`config.mk`:
```
export PLATFORM = sky130hd
export DESIGN_NAME = gr_cpu_cycle_seq
export DESIGN_NICKNAME = d
export VERILOG_FILES = /design/src/rtl/gr_cpu_cycle_seq.sv
export SDC_FILE = /design/constraint.sdc
export NUM_CORES = 1
export LEC_CHECK = 0
export CAP_MARGIN = 30
export CORE_MARGIN = 3
export CORE_UTILIZATION = 40
export DETAILED_ROUTE_END_ITERATION = 7
export PLACE_DENSITY = 0.71
export SETUP_SLACK_MARGIN = 0.4
export SLEW_MARGIN = 20
export SYNTH_ARGS = -nofsm -noshare
export SYNTH_HDL_FRONTEND = slang
export SYNTH_SLANG_ARGS = --single-unit
```
`constraint.sdc`:
```
create_clock -name t_mem_clk -period 6.25 [get_ports t_mem_clk]
set_input_delay 1.25 -clock t_mem_clk [delete_from_list [all_inputs] [get_ports t_mem_clk]]
set_output_delay 1.25 -clock t_mem_clk [all_outputs]
set_load 0.005 [all_outputs]
```
`src/rtl/gr_cpu_cycle_seq.sv`:
```
// CPU-side memory cycle sequencer: splits one host access into per-byte memory
// cycles, mapping each lane to an address/plane according to the graphics mode.
module gr_cpu_cycle_seq #(
  parameter int HBYTES = 4,
  parameter int AW     = 23
) (
  input  logic                  t_mem_clk,
  input  logic                  h_reset,
  input  logic                  h_req,
  input  logic                  h_wr,
  input  logic [AW-1:0]         h_addr,
  input  logic [HBYTES-1:0]     h_byte_en,
  input  logic [8*HBYTES-1:0]   h_wdata,
  input  logic [1:0]            g_mode,
  input  logic                  m_full,
  input  logic                  m_rvalid,
  input  logic [7:0]            m_rdata,
  output logic                  m_req,
  output logic                  m_wr,
  output logic [AW-1:0]         m_addr,
  output logic [3:0]            m_plane,
  output logic [7:0]            m_wdata,
  output logic                  h_done,
  output logic [8*HBYTES-1:0]   h_rdata,
  output logic                  g_busy
);

  localparam int LW = $clog2(HBYTES);

  typedef enum logic [1:0] {
    IDLE   = 2'd0,
    ISSUE  = 2'd1,
    WAITRD = 2'd2,
    DONE   = 2'd3
  } state_t;

  state_t                state_r;
  state_t                state_next_s;
  logic                  wr_r;
  logic [AW-1:0]         addr_r;
  logic [8*HBYTES-1:0]   wdata_r;
  logic [1:0]            mode_r;
  logic [HBYTES-1:0]     pend_r;
  logic [LW-1:0]         lane_r;
  logic                  m_wr_r;
  logic [AW-1:0]         m_addr_r;
  logic [3:0]            m_plane_r;
  logic [7:0]            m_wdata_r;
  logic                  h_done_r;
  logic [8*HBYTES-1:0]   h_rdata_r;
  logic                  g_busy_r;

  logic                  issue_s;
  logic [LW-1:0]         cur_lane_s;
  logic [LW-1:0]         next_lane_s;
  logic [LW-1:0]         first_lane_s;
  logic [HBYTES-1:0]     lane_bit_s;
  logic [HBYTES-1:0]     pend_clr_s;

  function automatic logic [LW-1:0] lowest_lane(input logic [HBYTES-1:0] mask);
    logic [LW-1:0] idx;
    idx = {LW{1'b0}};
    for (int i = HBYTES - 1; i >= 0; i--) begin
      if (mask[i]) idx = LW'(i);
      else         idx = idx;
    end
    return idx;
  endfunction

  // Address for a lane; the lane offset wraps modulo 2^AW.
  function automatic logic [AW-1:0] lane_addr(input logic [AW-1:0] base,
                                               input logic [LW-1:0] lane,
                                               input logic [1:0]    mode);
    logic [AW-1:0] a;
    a = base + AW'(lane);
    case (mode)
      2'b01:   lane_addr = {a[AW-1:1], 1'b0};
      2'b10:   lane_addr = {a[AW-1:2], 2'b00};
      default: lane_addr = a;
    endcase
  endfunction

  function automatic logic [3:0] lane_plane(input logic [AW-1:0] base,
                                            input logic [LW-1:0] lane,
                                            input logic [1:0]    mode);
    logic [AW-1:0] a;
    a = base + AW'(lane);
    case (mode)
      2'b01:   lane_plane = a[0] ? 4'b1010 : 4'b0101;
      2'b10:   lane_plane = 4'b0001 << a[1:0];
      default: lane_plane = 4'b1111;
    endcase
  endfunction

  function automatic logic [7:0] lane_byte(input logic [8*HBYTES-1:0] data,
                                           input logic [LW-1:0]       lane);
    return data[{lane, 3'b000} +: 8];
  endfunction

  // Lane bookkeeping: current lane is the lowest still-pending enable.
  always_comb begin
    cur_lane_s   = lowest_lane(pend_r);
    lane_bit_s   = {{(HBYTES-1){1'b0}}, 1'b1} << cur_lane_s;
    pend_clr_s   = pend_r & ~lane_bit_s;
    next_lane_s  = lowest_lane(pend_clr_s);
    first_lane_s = lowest_lane(h_byte_en);
  end

  // Next-state logic and the combinational issue qualification.
  always_comb begin
    state_next_s = state_r;
    issue_s      = 1'b0;
    case (state_r)
      IDLE: begin
        if (h_req) begin
          if (h_byte_en == {HBYTES{1'b0}}) state_next_s = DONE;
          else                             state_next_s = ISSUE;
        end else begin
          state_next_s = IDLE;
        end
      end
      ISSUE: begin
        if (!m_full) begin
          issue_s = 1'b1;
          if (!wr_r)                            state_next_s = WAITRD;
          else if (pend_clr_s == {HBYTES{1'b0}}) state_next_s = DONE;
          else                                  state_next_s = ISSUE;
        end else begin
          state_next_s = ISSUE;
        end
      end
      WAITRD: begin
        if (m_rvalid) begin
          if (pend_r == {HBYTES{1'b0}}) state_next_s = DONE;
          else                          state_next_s = ISSUE;
        end else begin
          state_next_s = WAITRD;
        end
      end
      DONE:    state_next_s = IDLE;
      default: state_next_s = IDLE;
    endcase
  end

  // State register.
  always_ff @(posedge t_mem_clk) begin
    if (h_reset) state_r <= IDLE;
    else         state_r <= state_next_s;
  end

  // Request latch, per-lane output preload and read-data assembly.
  always_ff @(posedge t_mem_clk) begin
    if (h_reset) begin
      wr_r      <= 1'b0;
      addr_r    <= {AW{1'b0}};
      wdata_r   <= {(8*HBYTES){1'b0}};
      mode_r    <= 2'b00;
      pend_r    <= {HBYTES{1'b0}};
      lane_r    <= {LW{1'b0}};
      m_wr_r    <= 1'b0;
      m_addr_r  <= {AW{1'b0}};
      m_plane_r <= 4'b0000;
      m_wdata_r <= 8'h00;
      h_rdata_r <= {(8*HBYTES){1'b0}};
      h_done_r  <= 1'b0;
      g_busy_r  <= 1'b0;
    end else begin
      if (state_r == IDLE && h_req) begin
        wr_r      <= h_wr;
        addr_r    <= h_addr;
        wdata_r   <= h_wdata;
        mode_r    <= g_mode;
        pend_r    <= h_byte_en;
        m_wr_r    <= h_wr;
        m_addr_r  <= lane_addr(h_addr, first_lane_s, g_mode);
        m_plane_r <= lane_plane(h_addr, first_lane_s, g_mode);
        m_wdata_r <= lane_byte(h_wdata, first_lane_s);
        if (!h_wr) h_rdata_r <= {(8*HBYTES){1'b0}};
      end else if (issue_s) begin
        // Outputs are preloaded for the following lane so they are ready
        // on the very cycle that lane is issued.
        lane_r <= cur_lane_s;
        pend_r <= pend_clr_s;
        if (pend_clr_s != {HBYTES{1'b0}}) begin
          m_addr_r  <= lane_addr(addr_r, next_lane_s, mode_r);
          m_plane_r <= lane_plane(addr_r, next_lane_s, mode_r);
          m_wdata_r <= lane_byte(wdata_r, next_lane_s);
        end
      end else if (state_r == WAITRD && m_rvalid) begin
        h_rdata_r[{lane_r, 3'b000} +: 8] <= m_rdata;
      end
      h_done_r <= (state_next_s == DONE);
      g_busy_r <= (state_next_s != IDLE);
    end
  end

  assign m_req   = issue_s && !h_reset;
  assign m_wr    = m_wr_r;
  assign m_addr  = m_addr_r;
  assign m_plane = m_plane_r;
  assign m_wdata = m_wdata_r;
  assign h_done  = h_done_r;
  assign h_rdata = h_rdata_r;
  assign g_busy  = g_busy_r;

endmodule

```
# [Yosys cells after proc, flatten, opt, wreduce, memory -nomap -nowiden]
# Cells that the tools add are included.
[classes] shifts=7 n_addsub=3 n_reduce_logical=16 n_mux=44 eq_ne=10 n_bitwise=3
[ops] operator="32-bit two-way mux" count=4
[ops] operator="23-bit two-way mux" count=3
[ops] operator="32-bit by 6-bit indexed part select with 8-bit output" count=2
[ops] operator="23-bit by 2-bit adder with 23-bit output" count=2
[ops] operator="2-bit two-way mux" count=19
[ops] operator="32-bit bitwise mux" count=1
[ops] operator="8-bit by 7-bit variable shift with 32-bit output, first input constant" count=1
[ops] operator="8-bit by 7-bit indexed part select with 32-bit output" count=1
[ops] operator="4-bit two-way mux" count=7
[ops] operator="8-bit two-way mux" count=3
[ops] operator="4-bit case mux with 2 select lines" count=2
[ops] operator="4-bit zero test" count=3
[ops] operator="1-bit by 2-bit << shifter with 4-bit output, first input constant" count=3
[ops] operator="2-bit == test, second input constant" count=5
[ops] operator="2-bit case mux with 2 select lines" count=2
[ops] operator="2-bit case mux with 4 select lines" count=1
[ops] operator="2-bit nonzero test" count=4
[ops] operator="5-bit negation with 7-bit output" count=1
[ops] operator="2-bit by 1-bit == test with 1-bit output, second input constant" count=3
[ops] operator="4-bit bitwise AND" count=1
[ops] operator="4-bit inverter" count=1
[ops] operator="2-bit AND reduction" count=2
[ops] operator="4-bit nonzero test" count=1
[ops] operator="1-bit logical AND" count=3
[ops] operator="other kinds (7)" count=8
[totals] register_bits=135 wordCells=96 output_inout_bits=71

# [Logic depth before layout (Yosys ltp)]
# Gate-level depths: netlist (run 1).
[logic_depth] ltp_word=17 depth_mapped=14

# [Worst setup path before layout (run 1)]
# No wires, ideal clock.
[synth_path] path_kind="input port to flip-flop" from="input port h_byte_en[2]" to="register m_addr_r[22] (netlist: m_addr[22])" stages=10 required_ns=6.128 path_buffers=1 setup_slack_ns=2.780 arrival_time_ns=3.347 path_cell_list="clkbuf_1 nor2_1 nor3_1 inv_1 fa_1 and4b_1 nand3_1 o31a_2 nor3_1 o31ai_1"
[synth_via] elab_chain_len=5
[synth_rtl] element="from (decl)" line_no="12" source="input logic [HBYTES-1:0] h_byte_en,"
[synth_rtl] element="2-bit two-way mux (3 in a row)" line_no="64" source="if (mask[i]) idx = LW'(i);"
[synth_rtl] element="23-bit by 2-bit adder with 23-bit output"
[synth_rtl] element="23-bit two-way mux" line_no="168" source="if (state_r == IDLE && h_req) begin"
[synth_rtl] element="to (signal assigned)" line_no="161" source="m_addr_r <= {AW{1'b0}};"
[synth_rtl] element="to (signal assigned)" line_no="175" source="m_addr_r <= lane_addr(h_addr, first_lane_s, g_mode);"
[synth_rtl] element="to (signal assigned)" line_no="185" source="m_addr_r <= lane_addr(addr_r, next_lane_s, mode_r);"
[synth_rtl] element="to (decl)" line_no="46" source="logic [AW-1:0] m_addr_r;"
# No other way between the ends.
# A chain may end at the register's enable or synchronous reset.

# [Worst setup path in the final report (run 1)]
[layout_path] from="input port m_full" to="output port m_req"
[layout_via] elab_chain_len=3
[layout_rtl] element="from (decl)" line_no="15" source="input logic m_full,"
[layout_rtl] element="1-bit two-way mux" line_no="123" source="if (!m_full) begin"
[layout_rtl] element="1-bit two-way mux" line_no="113" source="case (state_r)"
[layout_rtl] element="1-bit logical AND" line_no="197" source="assign m_req = issue_s && !h_reset;"
[layout_rtl] element="to (decl)" line_no="18" source="output logic m_req,"
# No other way between the ends.

==> metrics.md, run 1 <==
| Metric | Value |
|---|---|
| Cells after synthesis | `914` |
| Synth-to-Final Area Change | `31.4%` |
| CP Cell Sequence | `clkdlybuf4s50_1, or3b_2, nor2_1, clkdlybuf4s50_1` |
| WL/cell | `16.9 um` |
| Total CTS buffers | `17` |
| Clk Latency, worst-skew pair | `0.43 ns` |
| DIE AREA | `19,200 um2` |
| # rows | `47` |
| Reg2reg end | `m_addr[22]` |
| Max frequency | `239 MHz` |
| Starting Density | `0.416` |
| Root Buffer | `clkbuf_16` |
| Static Leak | `0.00325 uW` |
| Hold Path Class | `flop to flop` |
| Total of max-cap violations | `0` |
| TritonCTS clock tree | `done` |
| Die X | `139 um` |
| Share of the synthesized area in the top cell type | `0.384` |
| First-pass iteration count of the detailed router | `5` |
| Post-synthesis sequential area ratio | `0.384` |
| Setup TNS | `0 ns` |
| Drt total wl | `21,200 um` |
| Port buffer count | `145` |
| Worst Setup SP | `m_full` |
| Critical Path Sink | `m_req` |
| Sink Count | `135` |
| Pwr Total | `2540 uW` |
| Most frequent cells in the layout | `nand2_1 (191), clkdlybuf4s50_1 (144), dfxtp_1 (135)` |
| Vias/cell | `5.68` |
| Combinational share of power | `0.164` |
| Post-DP HPWL | `14,600 um` |
| Number of enable flip-flop cells after synthesis | `0` |
| Startpoint type of the worst setup path | `primary input` |
| Hold_buf cts | `0` |
| Least-Margin Pin Slew | `0.901 ns` |
| Syn Area/Cell | `7.71 um2` |
| P per Cell Area | `275 nW/um2` |
| Synth cell types | `68` |
| Ant diodes | `0` |
| Outcome | `complete, no violations` |
| Sw power | `684 uW` |
| Final Cell Area | `9260 um2` |
| Max FO, Critical Path | `8` |
| Vias in the first global route | `6,363` |
| Asr flop ratio synth | `0` |
| Fin crit share | `0.670` |
| CP max stage cell | `or3b_2` |
| R2r setup slk | `2.87 ns` |
| Remaining antenna violation count | `0` |
| IO Count | `146` |
| Largest area contributor in the netlist | `dfxtp_1` |
| Syn Nets | `1,003` |
| CP most frequent cell | `clkdlybuf4s50_1` |
| WP data required | `5.00 ns` |
| Postcts setup bufs | `0` |
| Largest net degree at the start of global routing | `83` |
| RSZ-0062 raised after global routing | `false` |
| Max Root-Sink Buffers | `2` |
| Vias | `7,146` |
| Final setup margin | `2.07 ns` |
| Clock-pin slew on the worst setup and hold paths | `0.06 ns` |
| Switch share | `0.269` |
| Reg2reg start | `pend_r[2]` |
| Int Pwr | `1860 uW` |
| Post-place setup slack | `1.79 ns` |
| Final setup vio count | `0` |
| Gr ovfl total | `0` |
| GP Congestion | `0.853` |
| Clock share of power | `0.453` |
| Period minus WS final | `4.18 ns` |
| Sequential share of power | `0.382` |
| DR DRC count | `0` |
| R2R depth | `10` |
| Commonest non-fill, non-tap cell in the layout | `nand2_1` |
| Initial antenna violation count | `0` |
| Gr usage total | `0.210` |
| Ys Warns | `0` |
| Placed Area | `8570 um2` |
| Die H | `139 um` |
| Layout cells sized above 1 | `0.0598` |
| Max VDD drop | `0.207 mV` |
| WS Path Type | `primary input to output pin` |
| Commonest register cell after synthesis | `dfxtp_1` |
| Global-route wire length before repair | `33,600 um` |
| Rel. slew slack | `0.399` |
| Core region area | `16,900 um2` |
| Post-CTS resize count | `0` |
| Hold Vio Cnt, Final | `0` |
| Synth area leaders | `dfxtp_1 (38%), nand2_1 (10%), a21oi_1 (8.3%), nand3_1 (2.8%), nor2_1 (2.7%)` |
| WHS | `0.451 ns` |
| #FFs+latches synth | `135` |
| Arrival time worst endpoint | `2.93 ns` |
| # H-tree levels | `4` |
| Setup crit end kind | `output pin` |
| Crit-path max cell delay | `0.56 ns` |
| Synthesized area | `7050 um2` |
| Final #Nets | `1,113` |
| Iter 0 DRT Violations | `648` |
| Clk_skew | `0.00916 ns` |
| Pins Over Slew Limit | `0` |
-- per-stage QoR --
step,std cells,utilization
6_report,1257,0.547
2_1_floorplan,914,-
4_1_cts,1256,0.546
3_3_place_gp,1224,0.506
5_1_grt,1257,0.547
3_5_place_dp,1224,0.506
-- routing by layer --
| layer | vias up | global-route usage | part of all wire |
|---|---|---|---|
| met2 | 252 | 0.335 | 0.46 |
| li1 | 3485 | - | - |
| met1 | 3379 | 0.290 | 0.46 |
| met5 | - | 0 | 0 |
| met4 | 0 | 0.0623 | 0.017 |
| met3 | 30 | 0.0431 | 0.057 |
-- cell families after synthesis --
kind of cell | Yosys count | share of synthesized area
compound gates | 252 | 0.229
buf+inv | 86 | 0.0506
xor+xnor | 25 | 0.0311
mux | 2 | 0.00284
simple gates | 399 | 0.275
fa+ha+maj | 15 | 0.0284
flops | 135 | 0.384
-- worst min-delay path by stage --
| stage | startpoint | to | slack [ns] | cells after the start |
|---|---|---|---|---|
| 2_1_floorplan | wdata_r[10] | wdata_r[10] | 0.44 | 2 |
| 3_3_place_gp | h_rdata[23] | h_rdata[23] | 0.44 | 2 |
| 3_5_place_dp | h_rdata[5] | h_rdata[5] | 0.45 | 2 |
| 4_1_cts | h_rdata[5] | h_rdata[5] | 0.45 | 2 |
| 5_1_grt | h_rdata[3] | h_rdata[3] | 0.47 | 2 |
| 6_report | h_rdata[5] | h_rdata[5] | 0.45 | 2 |
-- cell usage after synthesis (3+ instances only) --
master / n
xnor2_1: 14
o31a_1: 3
nor3b_1: 3
o21ai_1: 3
xor2_1: 11
a2111oi_0: 8
nor2_1: 50
a31oi_1: 12
clkbuf_1: 41
and3_1: 6
o21a_1: 14
o31ai_1: 6
o211ai_1: 7
nand4_1: 11
o221ai_1: 3
ha_1: 12
nor2b_1: 7
inv_1: 23
nor4_1: 7
a311oi_1: 4
and2_1: 12
buf_2: 10
buf_1: 7
a22oi_1: 16
nor3_1: 29
a21oi_1: 117
a211oi_1: 6
nand3b_1: 10
nand2_1: 191
nand3_1: 39
o21ai_0: 19
or2_2: 3
a311o_1: 8
a221oi_1: 10
dfxtp_1: 135
nor4_2: 3
or3_1: 6
-- flip-flops by register name, indices dropped and copies added, names as in the netlist --
register and flops:
h_rdata 32, wdata_r 32, addr_r 23, m_addr 23, m_wdata 8, m_plane 4
pend_r 4, lane_r 2, mode_r 2, state_r 2, g_busy 1, h_done 1
m_wr 1
-- critical path: cells and delay by family --
kind	cells	cell delay (ns)
buffers and inverters	2	0.97
and+or+nand+nor	2	0.70
-- final cells by class --
class / count / area (um2)
fillers: 1611 / 7680
multi-input cells: 693 / 4000
flip-flops and latches: 135 / 2700
repair buffers: 152 / 1510
clock buffers: 17 / 425
well taps: 220 / 275
clock inverters: 15 / 249
inverters: 25 / 93.8
-- power groups by stage --
stage	combinational (uW)	sequential (uW)	clock [uW]
global route	457	980	1200
detailed placement	410	992	0
CTS	412	974	1170
finish	418	972	1150
global placement	406	991	0
floorplan	241	974	0
No activity file was read; power rests on OpenSTA's default activity.
==> run 2: changes to the inputs <==
PLACE_DENSITY = 0.73   (was 0.71)
clock period = 3.7 ns   (was 6.25 ns; I/O delays follow)
==> run 2 against run 1 <==
Effect of this change:
- die area stayed put
- sequential power is 69% higher
- register-to-register slack worse by 2.2 ns
==> metrics.md, run 2 (synthesis results as in run 1) <==
| Metric | Value |
|---|---|
| Global-route wire length before repair | `34,200 um` |
| Post-DP HPWL | `15,100 um` |
| Clk Latency, worst-skew pair | `0.43 ns` |
| WS Path Type | `primary input to output pin` |
| Count of non-filler cells in the finished layout | `1,273` |
| Rel. slew slack | `0.400` |
| First-pass iteration count of the detailed router | `5` |
| Total of max-cap violations | `0` |
| Pins Over Slew Limit | `0` |
| Core region area | `16,900 um2` |
| Max FO, Critical Path | `8` |
| Commonest non-fill, non-tap cell in the layout | `nand2_1` |
| Period minus WS final | `3.20 ns` |
| Max Root-Sink Buffers | `2` |
| IO Count | `146` |
| Placed insts | `1,241` |
| Gr usage total | `0.216` |
| Startpoint type of the worst setup path | `primary input` |
| RSZ-0062 raised after global routing | `false` |
| Vias/cell | `5.67` |
| FILL cells | `1,609` |
| Initial antenna violation count | `0` |
| Post-CTS resize count | `0` |
| Clk_skew | `0.0110 ns` |
| Least-Margin Pin Slew | `0.900 ns` |
| Clock-pin slew on the worst setup and hold paths | `0.06 ns` |
| DIE AREA | `19,200 um2` |
| Postcts setup bufs | `0` |
| Final #Nets | `1,129` |
| Total CTS buffers | `17` |
| Hold Vio Cnt, Final | `0` |
| Setup crit end kind | `output pin` |
| Outcome | `complete, no violations` |
| Footprint of the multi-input gates | `4000 um2` |
| Final setup vio count | `0` |
| WL/cell | `16.7 um` |
| # H-tree levels | `4` |
| Pwr Total | `4010 uW` |
| Vias | `7,220` |
| Die X | `139 um` |
| Arrival time worst endpoint | `2.46 ns` |
| Fin crit share | `0.864` |
| Sink Count | `135` |
| Iter 0 DRT Violations | `513` |
| Post-place setup slack | `0.137 ns` |
| Max VDD drop | `0.354 mV` |
| P per Cell Area | `432 nW/um2` |
| Remaining antenna violation count | `0` |
| WP data required | `2.96 ns` |
| Drt total wl | `21,300 um` |
| Static Leak | `0.00327 uW` |
| Vias in the first global route | `6,753` |
| Placed Area | `8690 um2` |
| Final setup margin | `0.504 ns` |
| Die H | `139 um` |
| Root Buffer | `clkbuf_16` |
| Ant diodes | `0` |
| Register Area | `2700 um2` |
| GP Congestion | `0.857` |
| Layout cells sized above 1 | `0.0760` |
| Starting Density | `0.416` |
| Max frequency | `313 MHz` |
| Hold Path Class | `flop to flop` |
| Most frequent cells in the layout | `nand2_1 (191), clkdlybuf4s50_1 (144), dfxtp_1 (134)` |
| Hold_buf cts | `0` |
| Largest net degree at the start of global routing | `83` |
| # rows | `47` |
| DR DRC count | `0` |
| Final Cell Area | `9270 um2` |
| Synth-to-Final Area Change | `31.5%` |
| Gr ovfl total | `0` |
| Port buffer count | `145` |
| Setup TNS | `0 ns` |
| TritonCTS clock tree | `done` |
-- run 2: changes by cell type in the layout (fill, tap and decap cells not counted), moves of 2 or more --
cell	previous run	this run
inv_6	3	5
clkbuf_8	0	2
bufinv_16	6	1
buf_4	7	23
-- run 2: metrics by stage --
step | hold slack (ns) | utilization
2_1_floorplan | 0.436 | -
3_3_place_gp | 0.439 | 0.513
3_5_place_dp | 0.447 | 0.513
4_1_cts | 0.455 | 0.547
5_1_grt | 0.468 | 0.547
6_report | 0.451 | 0.547
-- run 2: final timing paths --
| check | start | endpoint | slack, ns | cells after the start |
|---|---|---|---|---|
| max reg2reg | pend_r[2] | m_addr[22] | 0.69 | 11 |
| min reg2reg | h_rdata[19] | h_rdata[19] | 0.45 | 2 |
| max | m_full | m_req | 0.50 | 4 |
| min | h_rdata[19] | h_rdata[19] | 0.45 | 2 |
-- run 2: cell type report --
cell class	instances	area share
timing repair buffer	168	0.175
clock inverter	13	0.0130
clock buffer	19	0.0489
sequential	135	0.292
tap	220	0.0297
inverter	25	0.0101
multi-input combinational	693	0.432
-- run 2: routing by layer --
metal	GRT usage	wire length, um
met1	0.286	9540
met5	0	0
met3	0.0431	1250
met2	0.344	9840
met4	0.0917	622
-- run 2: where the power goes --
group	total, uW	leakage [uW]	internal, uW	switching (uW)
Clock	1650	0.000277	966	680
Combinational	723	0.00189	332	391
Sequential	1640	0.00110	1550	85.4
Total	4010	0.00327	2850	1160
-- run 2: critical path, cell delays in order --
cell and delay, ns:
clkdlybuf4s50_1 0.45, or3b_2 0.55, nor2_1 0.18, clkdlybuf4s50_1 0.53
